--- src/rtl/alu_pkg.sv ---
// Shared ALU definitions: funct3 opcode encoding and shift-amount width.
// Imported by alu_core, alu_arbiter and the bench.
package alu_pkg;

  typedef enum logic [2:0] {
    ALU_ADD  = 3'b000,
    ALU_SLL  = 3'b001,
    ALU_SLT  = 3'b010,
    ALU_SLTU = 3'b011,
    ALU_XOR  = 3'b100,
    ALU_SR   = 3'b101,
    ALU_OR   = 3'b110,
    ALU_AND  = 3'b111
  } alu_op_e;

  localparam int SHAMT_W = 5;

endpackage

--- src/rtl/alu_core.sv ---
// Combinational RV32-style ALU for the granted request.
// Ports: op_i (funct3), func7_i (sub/sra), ra_i, rb_i operands, res_o result.
module alu_core
  import alu_pkg::*;
#(
  parameter int XLEN = 32
) (
  input  logic [2:0]      op_i,
  input  logic            func7_i,
  input  logic [XLEN-1:0] ra_i,
  input  logic [XLEN-1:0] rb_i,
  output logic [XLEN-1:0] res_o
);

  logic [SHAMT_W-1:0] shamt;
  logic               lt_s;
  logic               lt_u;

  assign shamt = rb_i[SHAMT_W-1:0];
  assign lt_s  = $signed(ra_i) < $signed(rb_i);
  assign lt_u  = ra_i < rb_i;

  always_comb begin
    res_o = '0;
    unique case (alu_op_e'(op_i))
      ALU_ADD:  res_o = func7_i ? ra_i - rb_i
                                : ra_i + rb_i;
      ALU_SLL:  res_o = ra_i << shamt;
      ALU_SLT:  res_o = {{(XLEN-1){1'b0}}, lt_s};
      ALU_SLTU: res_o = {{(XLEN-1){1'b0}}, lt_u};
      ALU_XOR:  res_o = ra_i ^ rb_i;
      ALU_SR:   res_o = func7_i
                        ? $unsigned($signed(ra_i) >>> shamt)
                        : ra_i >> shamt;
      ALU_OR:   res_o = ra_i | rb_i;
      ALU_AND:  res_o = ra_i & rb_i;
      default:  res_o = '0;
    endcase
  end

endmodule

--- src/rtl/alu_arbiter.sv ---
// Two requesters share one ALU through a single-entry result register.
// Ports: clk, rst_n (async low); req0_*/req1_* valid/ready/op/func7/ra/rb/tag;
// rsp_valid/rsp_ready/rsp_out/rsp_src/rsp_tag result side.
// Macro ALU_ARB_RR_EN: round-robin on ties; otherwise req0 always wins.
module alu_arbiter
  import alu_pkg::*;
#(
  parameter int XLEN  = 32,
  parameter int TAG_W = 4
) (
  input  logic             clk,
  input  logic             rst_n,
  input  logic             req0_valid,
  output logic             req0_ready,
  input  logic [2:0]       req0_op,
  input  logic             req0_func7,
  input  logic [XLEN-1:0]  req0_ra,
  input  logic [XLEN-1:0]  req0_rb,
  input  logic [TAG_W-1:0] req0_tag,
  input  logic             req1_valid,
  output logic             req1_ready,
  input  logic [2:0]       req1_op,
  input  logic             req1_func7,
  input  logic [XLEN-1:0]  req1_ra,
  input  logic [XLEN-1:0]  req1_rb,
  input  logic [TAG_W-1:0] req1_tag,
  output logic             rsp_valid,
  input  logic             rsp_ready,
  output logic [XLEN-1:0]  rsp_out,
  output logic             rsp_src,
  output logic [TAG_W-1:0] rsp_tag
);

  logic             valid_q, valid_d;
  logic [XLEN-1:0]  out_q, out_d;
  logic             src_q, src_d;
  logic [TAG_W-1:0] tag_q, tag_d;

  logic             slot_free;
  logic             sel1;
  logic             gnt0, gnt1;
  logic             accept;

  logic [2:0]       g_op;
  logic             g_f7;
  logic [XLEN-1:0]  g_ra, g_rb;
  logic [TAG_W-1:0] g_tag;
  logic [XLEN-1:0]  alu_res;

  assign slot_free = !valid_q || rsp_ready;

`ifdef ALU_ARB_RR_EN
  logic ptr_q, ptr_d;

  // ptr names the requester favoured on a tie
  assign sel1 = (req0_valid && req1_valid) ? ptr_q
                                           : req1_valid;
`else
  assign sel1 = req1_valid && !req0_valid;
`endif

  assign gnt0 = req0_valid && !sel1;
  assign gnt1 = req1_valid && sel1;

  // rst_n gate keeps both readies low during reset
  assign req0_ready = gnt0 && slot_free && rst_n;
  assign req1_ready = gnt1 && slot_free && rst_n;
  assign accept     = req0_ready || req1_ready;

  assign g_op  = sel1 ? req1_op    : req0_op;
  assign g_f7  = sel1 ? req1_func7 : req0_func7;
  assign g_ra  = sel1 ? req1_ra    : req0_ra;
  assign g_rb  = sel1 ? req1_rb    : req0_rb;
  assign g_tag = sel1 ? req1_tag   : req0_tag;

  alu_core #(
    .XLEN (XLEN)
  ) u_alu (
    .op_i    (g_op),
    .func7_i (g_f7),
    .ra_i    (g_ra),
    .rb_i    (g_rb),
    .res_o   (alu_res)
  );

  always_comb begin
    valid_d = valid_q;
    out_d   = out_q;
    src_d   = src_q;
    tag_d   = tag_q;
    if (accept) begin
      valid_d = 1'b1;
      out_d   = alu_res;
      src_d   = sel1;
      tag_d   = g_tag;
    end else if (rsp_ready) begin
      valid_d = 1'b0;
    end
  end

  always_ff @(posedge clk or negedge rst_n) begin
    if (!rst_n) begin
      valid_q <= 1'b0;
      out_q   <= '0;
      src_q   <= 1'b0;
      tag_q   <= '0;
    end else begin
      valid_q <= valid_d;
      out_q   <= out_d;
      src_q   <= src_d;
      tag_q   <= tag_d;
    end
  end

`ifdef ALU_ARB_RR_EN
  always_comb begin
    ptr_d = ptr_q;
    if (accept) ptr_d = !sel1;
  end

  always_ff @(posedge clk or negedge rst_n) begin
    if (!rst_n) ptr_q <= 1'b0;
    else        ptr_q <= ptr_d;
  end
`endif

  assign rsp_valid = valid_q;
  assign rsp_out   = out_q;
  assign rsp_src   = src_q;
  assign rsp_tag   = tag_q;

endmodule

--- config.mk ---
export PLATFORM = sky130hd
export DESIGN_NAME = alu_arbiter
export DESIGN_NICKNAME = d
export VERILOG_FILES = /design/src/rtl/alu_pkg.sv /design/src/rtl/alu_core.sv /design/src/rtl/alu_arbiter.sv
export SDC_FILE = /design/constraint.sdc
export NUM_CORES = 1
export LEC_CHECK = 0
export BUFFER_PORTS_ARGS = -buffer_cell sky130_fd_sc_hd__clkbuf_2
export CAP_MARGIN = 20
export CORE_MARGIN = 5
export CORE_UTILIZATION = 35
export DETAILED_ROUTE_END_ITERATION = 12
export PLACE_DENSITY = 0.65
export SYNTH_ARGS = -nofsm -noshare
export SYNTH_HDL_FRONTEND = slang
export SYNTH_SLANG_ARGS = --single-unit
--- constraint.sdc ---
create_clock -name clk -period 1.9 [get_ports clk]
set_input_delay 0.095 -clock clk [delete_from_list [all_inputs] [get_ports clk]]
set_output_delay 0.095 -clock clk [all_outputs]
set_load 0.02 [all_outputs]
# --- Word level (Yosys, flattened, before mapping) ---
# Cells that the tools add are included.
word_totals:
  register_bits: 38
  latchBits: 0
  output_inout_bits: 40
  mem_count: 0
  rom_bits: 0
  ram_bits: 0
  inputBits: 149
  wordCells: 45
classes:
  muxes: 10
  addsub: 2
  n_lt_le_gt_ge: 2
  shifts: 3
  eq_ne: 7
  bitwise_logic: 3
  div_mod_pow: 0
  n_reduce_logical: 14
  multipliers: 0
op_table:
  columns: ["operator", "count"]
  rows:
  - ["32-bit case mux with 8 select lines", 1]
  - ["32-bit 2-to-1 mux", 4]
  - ["32-bit less-than comparator", 2]
  - ["32-bit adder", 1]
  - ["32-bit AND", 1]
  - ["32-bit OR", 1]
  - ["32-bit by 5-bit left shift with 32-bit output", 1]
  - ["32-bit by 5-bit right shift with 32-bit output", 1]
  - ["32-bit by 5-bit >>> shifter with 32-bit output", 1]
  - ["32-bit subtractor", 1]
  - ["32-bit bitwise XOR", 1]
  - ["3-bit equality test (second input constant)", 4]
  - ["1-bit logical AND", 7]
  - ["3-bit by 2-bit equality test with 1-bit output (second input constant)", 2]
  - ["4-bit 2-to-1 mux", 1]
  - ["3-bit by 1-bit equality test with 1-bit output (second input constant)", 1]
  - ["1-bit logical NOT", 3]
  - ["3-bit logical NOT", 1]
  - ["1-bit 2-to-1 mux", 3]
  - ["3-bit 2-to-1 mux", 1]
  - ["1-bit logical OR", 2]
  - ["2-bit nonzero test", 1]

# --- Depth between registers and ports, before layout ---
# Gate-level depths: netlist of run 1.
logic_depth:
  word_depth: 8
  mapped_depth: 23
  ltp_nobuf: 17

# --- By module ---
# A second synthesis of run 1 with hierarchy kept.
unflattened:
  hier_cells: 1497
  hier_area_um2: 10880.4
by_module_without_submodules:
  columns: ["module", "n_inst", "area_per_inst_um2", "seq_area_each_um2", "cells_per_inst"]
  rows:
  - ["alu_core", 1, 8498.2, 0.0, 1331]
  - ["alu_arbiter", 1, 2382.3, 950.9, 166]

# --- Least setup slack after synthesis of run 1 ---
# No wires, ideal clock.
synth_path:
  path_type: "in2reg"
  start: "input req1_valid"
  end: "register out_q[30], in the netlist rsp_out[30]"
  path_slack_ns: -2.895
  t_required_ns: 1.779
  n_path_buf: 6
  arrival_time_ns: 4.674
  setup_ns: 0.121
  path_stages: 23
  path_cell_list: "nor2b_1 -> buf_6 -> buf_2 -> buf_2 -> clkbuf_1 -> clkbuf_1 -> buf_1 -> nand2_1 -> nand2_1 -> inv_1 -> ha_1 -> inv_1 -> fa_1 -> nor2b_1 -> o211ai_1 -> a311oi_2 -> a221oi_2 -> o21a_1 -> o31a_1 -> o31ai_4 -> o21bai_2 -> o211a_1 -> a2111oi_1"
synth_between:
  elab_chain_len: 6
  word_cells_on_any_way: 32
  classes_between: "add/sub: 2; eq/ne: 7; shift: 3; mux: 7; bitwise: 3; reduce/logical: 10"
synth_rtl:
  columns: ["item", "line_no", "source"]
  rows:
  - ["from (decl)", "alu_arbiter.sv:20", "input logic req1_valid,"]
  - ["parallel branches: the longest is 6 deep, another holds 32-bit adder", null, null]
  - ["to (signal assigned)", "alu_arbiter.sv:109", "out_q <= out_d;"]
  - ["to (decl)", "alu_arbiter.sv:35", "logic [XLEN-1:0] out_q, out_d;"]
# Several ways; the timed one is not identified.
# A chain may end at the register's enable or synchronous reset.

# --- Worst setup path in the final report of run 1 ---
layout_path:
  start: "input req0_valid"
  end: "register out_q[28], in the netlist rsp_out[28]"
layout_between:
  elab_chain_len: 7
  word_cells_on_any_way: 33
  classes_between: "add/sub: 2; eq/ne: 7; shift: 3; mux: 7; bitwise: 3; reduce/logical: 11"
layout_rtl:
  columns: ["item", "line_no", "source"]
  rows:
  - ["from (decl)", "alu_arbiter.sv:13", "input logic req0_valid,"]
  - ["parallel branches: the longest is 7 deep, another holds 32-bit adder", null, null]
# Several ways; the timed one is not identified.

==> impl_metrics.yaml, run 1 <==
global_routing:
  grt_pass1_vias: 16900
  grt_pass1_wl_mm: 104
  track_usage_pct: 37.0
  grt-ovfl-total: 0
  grt_max_degree: 61
  grt_antenna_before_repair: 1
run_status:
  outcome: "finished with violations"
  violations: "setup timing"
yosys:
  synth-seq-area-share_pct: 8.22
  syn_area_sq_mm: 0.0116
  synth-edff-count: 0
  synth-seq-cells: 38
  synth.largest_area_cell: "ha_1"
  syn-num-nets: 2042
  synthTopCellsByCount: "nand2_1 (270), nor2_1 (212), o21ai_0 (153), a21oi_1 (130), inv_1 (118)"
  yosys-top-cells-area: "ha_1 (10%), nand2_1 (8.8%), dfrtp_1 (8.2%)"
  ys_types: 81
  postSynthCellCount: 1799
  synth.most_common_cell: "nand2_1"
  async_flop_share_pct: 100
  ys.flop_type: "dfrtp_1"
  avgSynthCellArea_sq_um: 6.43
  synth_top_cell_area_share_pct: 9.95
  yosys_warnings: 0
route:
  initialDrtViolationCount: 2046
  firstDrtPassIters: 5
  dr_total_vias: 17900
  routed_wirelength_mm: 71.4
  antenna_left: 0
  drc: 0
  wire_per_inst_um: 23.6
  viasPerCell: 5.90
floorplanning:
  ioPinCount: 189
  core_sq_mm: 0.0326
  rows: 66
  die_area_sq_mm: 0.0368
  die-height_um: 192
  dieWidth_um: 192
  start_util_pct: 35.5
layout:
  diodes: 0
  syn_to_final_growth_pct: 73.5
  fillCellCount: 2979
  final_util_pct: 61.5
  drive_gt1_share_pct: 44.8
  layout.nets: 2824
setup_path:
  path_cells: "clkbuf_16 -> nor2b_4 -> buf_6 -> buf_6 -> mux2i_1 -> buf_4 -> inv_1 -> ha_1 -> inv_1 -> a21oi_1 -> o31ai_1 -> a211oi_1 -> o21a_1 -> o31a_1 -> o31ai_4 -> buf_6 -> buf_4 -> a211oi_4 -> o211ai_1 -> nand3b_1"
  startpoint_type: "input port"
  cpPeakStageDelay_ns: 0.44
  arrival_ns: 3.68
  crit_path_end_kind: "flop"
  critPathRequiredTime_ns: 2.08
  crit_top_cell: "buf_6"
  crit_buf_inv: 8
  crit_fanout: 6
  critPathTopFamily: "compound AO/OA/AOI/OAI gates"
  path_class: "input port to flop"
  slowest_stage: "o31ai_1"
flow_run:
  maxCapViolCount: 0
clocking:
  cts_root_buf: "clkbuf_16"
  clock_latency_ns: 0.31
  clkTransAtPathRegs_ns: 0.06
  cts.sinks: 38
  htree_levels: 2
  cts_buffers: 5
  clockBufferDepth: 2
  cts_tree: "yes"
sta:
  final.setup.worst_slack_ns: -1.60
  slew_headroom_pct: 56.8
  hold_violations: 0
  period_minus_slack_ns: 3.50
  worstMarginPinSlew_ns: 0.641
  rsz0062_at_grt: "yes"
  finalClockSkew_ns: 0.0106
  setup_viol: 32
  max_freq_mhz: 286
  maxSlewViolCount: 0
  finalCritPeriodShare_pct: 184
place:
  post-dp-hpwl_mm: 57.6
  port_buffers: 188
  globalplace.congestion: 1.11
power:
  powerDensity_mw_per_mm2: 546
  p_leak_nw: 9.75
  power.total_mw: 11.0
  vdd_drop_max_mv: 0.403
min_path:
  hp-class: "input port to flop"
[where the power goes]
part	internal (mW)	total, mW	switching, mW	leakage (nW)
registers	0.999	1.15	0.150	0.445
clock network	0.756	1.17	0.412	0.0940
logic	3.94	8.65	4.71	9.22
total	5.69	11.0	5.27	9.75
[path summary, 6_finish.rpt]
path | from | to | slack [ns] | cells after the start
min in group asynchronous | rst_n | rsp_out[6]$_DFFE_PN0P_ | 0.45 | 3
setup / recovery | req0_valid | rsp_out[28]$_DFFE_PN0P_ | -1.60 | 20
setup reg to reg | rsp_valid$_DFFE_PN0P_ | rsp_out[16]$_DFFE_PN0P_ | -0.62 | 8
max in group asynchronous | rst_n | rsp_out[29]$_DFFE_PN0P_ | 1.06 | 3
hold / removal | req1_tag[2] | rsp_tag[2]$_DFFE_PN0P_ | 0.03 | 3
hold reg to reg | rsp_out[7]$_DFFE_PN0P_ | rsp_out[7]$_DFFE_PN0P_ | 0.49 | 2
[timing repair]
action                                  4_1_cts  5_1_grt
pin swaps                                   127       60
hold endpoints to repair                     38        0
hold buffers                                  1        0
setup buffers                                64       20
resized for setup                           294       61
cloned                                        1        1
endpoints found under the setup margin       32       32
[metal layers]
metal  vias up  global-route usage [%]  routed length, um
met3       209                    5.71               6860
met5         -                       0                 13
met4         2                    15.3               4050
met1      8550                    50.6              29600
li1       8098                       -                  -
met2       994                    58.1              30900
[metrics by stage]
stage	hold WS [ns]	setup TNS [ns]	cell area (sq um)	worst slack, ns	std cells
after detailed placement	0.247	-50.61	17700	-1.82	2943
after global routing	0.0437	-41.73	20100	-1.70	3024
final	0.0287	-37.88	20100	-1.60	3024
after global placement	0.233	-48.22	17700	-1.79	2943
after floorplan	-0.201	-43.48	12000	-2.00	1799
after CTS	0.0261	-32.53	19600	-1.35	3008
[final cells by class]
cell class                      instances  area [sq um]  area share, %
Clock buffer                            5           125          0.623
Clock inverter                          3          68.8          0.343
Timing Repair Buffer                  914          6880           34.3
Multi-Input combinational cell       1502         11000           55.0
Inverter                              120           463           2.31
Sequential cell                        38           951           4.74
Tap cell                              442           553           2.76
[layout by cell type (no fill, tap or decap), types with 36 or more instances in the layout]
master    netlist  layout
nor2_1        212     201
a21oi_1       130     103
a211oi_1       52      42
o21ai_0       153     114
nand3_1        59      57
buf_6           1      45
buf_4           1     657
ha_1           92      71
dfrtp_1        38      38
o211ai_1       36      36
clkbuf_2        0     186
nand2_1       270     258
inv_1         118     110
mux2i_1        93      76
[flip-flops by register name, summed over array words and instances, names as in the netlist]
register / count
rsp_valid: 1
rsp_out: 32
rsp_tag: 4
rsp_src: 1
[logic make-up after synthesis]
logic type               Yosys count  synth area share [%]
AO/OA/AOI/OAI                    605                  34.8
adder cells (fa/ha/maj)           94                  10.3
buffers and inverters            259                  8.88
multiplexers                     111                  10.4
AND/OR/NAND/NOR                  670                  25.7
flip-flops                        38                  8.22
XOR/XNOR                          22                  1.67
[tightest hold or removal path: cells and delay by family]
family                 cells  cell delay [ns]
buffers and inverters      1             0.08
AOI/OAI and AO/OA          1             0.07
and+or+nand+nor            1             0.04
(Power assumes the default switching activity.)
==> run 2, diff against run 1 <==
==> constraint.sdc (replaced) <==
create_clock -name clk -period 3.04 [get_ports clk]
set_input_delay 0.152 -clock clk [delete_from_list [all_inputs] [get_ports clk]]
set_output_delay 0.152 -clock clk [all_outputs]
set_load 0.02 [all_outputs]
==> run 2 against run 1 <==
Net effect:
- utilization down 4.6 points
- count of clock-buffer cells in the layout is the same
- critical path type unchanged
- sequential power down 39%
- the run still ends with setup timing left
==> impl_metrics.yaml, run 2 (same netlist as run 1, synthesis figures left out) <==
place:
  dpl_worst_slack_ns: -0.919
  post-dp-hpwl_mm: 55.2
  port_buffers: 188
  globalplace.congestion: 1.06
  dp.cells: 2840
run_status:
  violations: "setup timing"
  outcome: "finished with violations"
setup_path:
  crit_buf_inv: 7
  arrival_ns: 3.70
  cpPeakStageDelay_ns: 0.40
  cp.depth: 22
  crit_fanout: 7
  path_class: "input port to flop"
  startpoint_type: "input port"
  crit_top_cell: "buf_6"
  path_cells: "buf_6 -> nor2b_4 -> buf_12 -> buf_6 -> nand2_2 -> nand2_2 -> inv_2 -> ha_4 -> inv_2 -> fa_2 -> nor2b_4 -> o211ai_1 -> a311oi_2 -> a221oi_2 -> o21a_1 -> o31a_1 -> o31ai_4 -> buf_6 -> buf_6 -> a211oi_4 -> nor3_2 -> nand3b_1"
  crit_path_end_kind: "flop"
  worstRegToRegCells: 11
  critPathTopFamily: "compound AO/OA/AOI/OAI gates"
  slowest_stage: "a221oi_2"
  critPathRequiredTime_ns: 3.22
power:
  vdd_drop_max_mv: 0.298
  p_leak_nw: 8.99
  powerDensity_mw_per_mm2: 344
  power.total_mw: 6.39
floorplanning:
  die_area_sq_mm: 0.0368
  ioPinCount: 189
  start_util_pct: 35.5
  rows: 66
  dieWidth_um: 192
  core_sq_mm: 0.0326
  die-height_um: 192
sta:
  hold_violations: 0
  holdWs_ns: 0.101
  fin_tns_setup_ns: -5.59
  slew_headroom_pct: 18.3
  finalCritPeriodShare_pct: 116
  rsz0062_at_grt: "yes"
  maxSlewViolCount: 0
  max_freq_mhz: 284
  worstMarginPinSlew_ns: 1.21
  final.setup.worst_slack_ns: -0.478
  setup_viol: 20
  finalClockSkew_ns: 0.00897
  period_minus_slack_ns: 3.52
clocking:
  htree_levels: 2
  cts_buffers: 5
  clkTransAtPathRegs_ns: 0.07
  cts_tree: "yes"
  cts.sinks: 38
  clock_latency_ns: 0.29
  cts_root_buf: "clkbuf_16"
  clockBufferDepth: 2
route:
  initialDrtViolationCount: 1998
  firstDrtPassIters: 6
  wire_per_inst_um: 23.8
  dr_total_vias: 17100
  antenna_left: 0
  drc: 0
  viasPerCell: 5.92
  routed_wirelength_mm: 68.7
global_routing:
  grt_pass1_wl_mm: 97.7
  track_usage_pct: 34.6
  grt-ovfl-total: 0
  grt_pass1_vias: 15600
  grt_antenna_before_repair: 0
  grt_max_degree: 61
layout:
  final_cell_mix: "buf_4 (555), nand2_1 (251), nor2_1 (202), clkbuf_2 (186), o21ai_0 (132)"
  drive_gt1_share_pct: 39.7
  diodes: 0
  layout.nets: 2693
  stdcell_count: 2893
  fillCellCount: 3166
  syn_to_final_growth_pct: 60.4
  multi_input_area_sq_mm: 0.0107
  largest_reg_flops: 32
  regArea_sq_um: 951
  final_common_cell: "buf_4"
flow_run:
  maxCapViolCount: 0
min_path:
  hp-class: "input port to flop"
  min_path_cells: 3
## run 2: cell count changes in the layout (fill, tap and decap cells not counted), moves of 6 or more
cell     change
mux2i_2      -6
buf_4      -102
a21oi_1     +14
a21oi_2     -15
o21ai_2      -9
mux2i_1      +9
o21ai_0     +18
o21ai_1      -8
buf_6       -22
nand2_1      -7
## run 2: per-stage QoR
step                      utilization, %  instance area, sq um
after floorplan                        -                 12000
after global placement              51.9                 16900
after detailed placement            51.9                 16900
after CTS                           52.9                 17300
after global routing                56.9                 18600
final                               56.9                 18600
## run 2: what timing repair did
action / in CTS / in global routing
endpoints found under the setup margin: 22 / 28
pin swaps: 7 / 86
hold endpoints to repair: 38 / 0
hold buffers: 1 / 0
resized for setup: 23 / 189
gates cloned: 0 / 3
setup buffers: 8 / 46
## run 2: final cells by class
type                            instances  share of cell area, %
Multi-Input combinational cell       1502                   57.5
Clock inverter                          3                  0.371
Clock buffer                            5                  0.674
Tap cell                              442                   2.98
Inverter                              120                   2.43
Timing Repair Buffer                  783                   30.9
Sequential cell                        38                   5.13
## run 2: worst register-to-register path: stages (launching register included)
cell and delay (ns):
dfrtp_1 0.37, nand2b_1 0.12, nand2_1 0.19, or2_2 0.43, buf_4 0.21, a221oi_1 0.35
o221ai_1 0.26, a2111oi_2 0.28, buf_4 0.20, nand2_1 0.06, mux2i_1 0.12, a211oi_1 0.05
## run 2: layer usage
| layer | vias up | part of all wire [%] | track usage [%] | wire (um) |
|---|---|---|---|---|
| li1 | 7826 | - | - | - |
| met1 | 8094 | 42 | 49.0 | 29000 |
| met2 | 1053 | 44 | 54.4 | 30300 |
| met3 | 157 | 9.7 | 4.93 | 6660 |
| met4 | 0 | 4.1 | 10.6 | 2790 |
| met5 | - | 0 | 0 | 0 |
## run 2: path summary, 6_finish.rpt
path,startpoint,end,slack (ns)
worst min-delay path,req1_tag[3],rsp_tag[3]$_DFFE_PN0P_,0.10
min in group asynchronous,rst_n,rsp_out[8]$_DFFE_PN0P_,0.50
worst max register to register,rsp_valid$_DFFE_PN0P_,rsp_out[29]$_DFFE_PN0P_,0.27
max in group asynchronous,rst_n,rsp_out[29]$_DFFE_PN0P_,2.16
worst max-delay path,req1_valid,rsp_out[28]$_DFFE_PN0P_,-0.48
worst min register to register,rsp_out[7]$_DFFE_PN0P_,rsp_out[7]$_DFFE_PN0P_,0.47
## run 2: power breakdown
group	leakage [nW]	switching (mW)	internal [mW]	total, mW
Clock	0.0940	0.239	0.472	0.711
Combinational	8.45	2.79	2.18	4.97
Sequential	0.445	0.0822	0.625	0.707
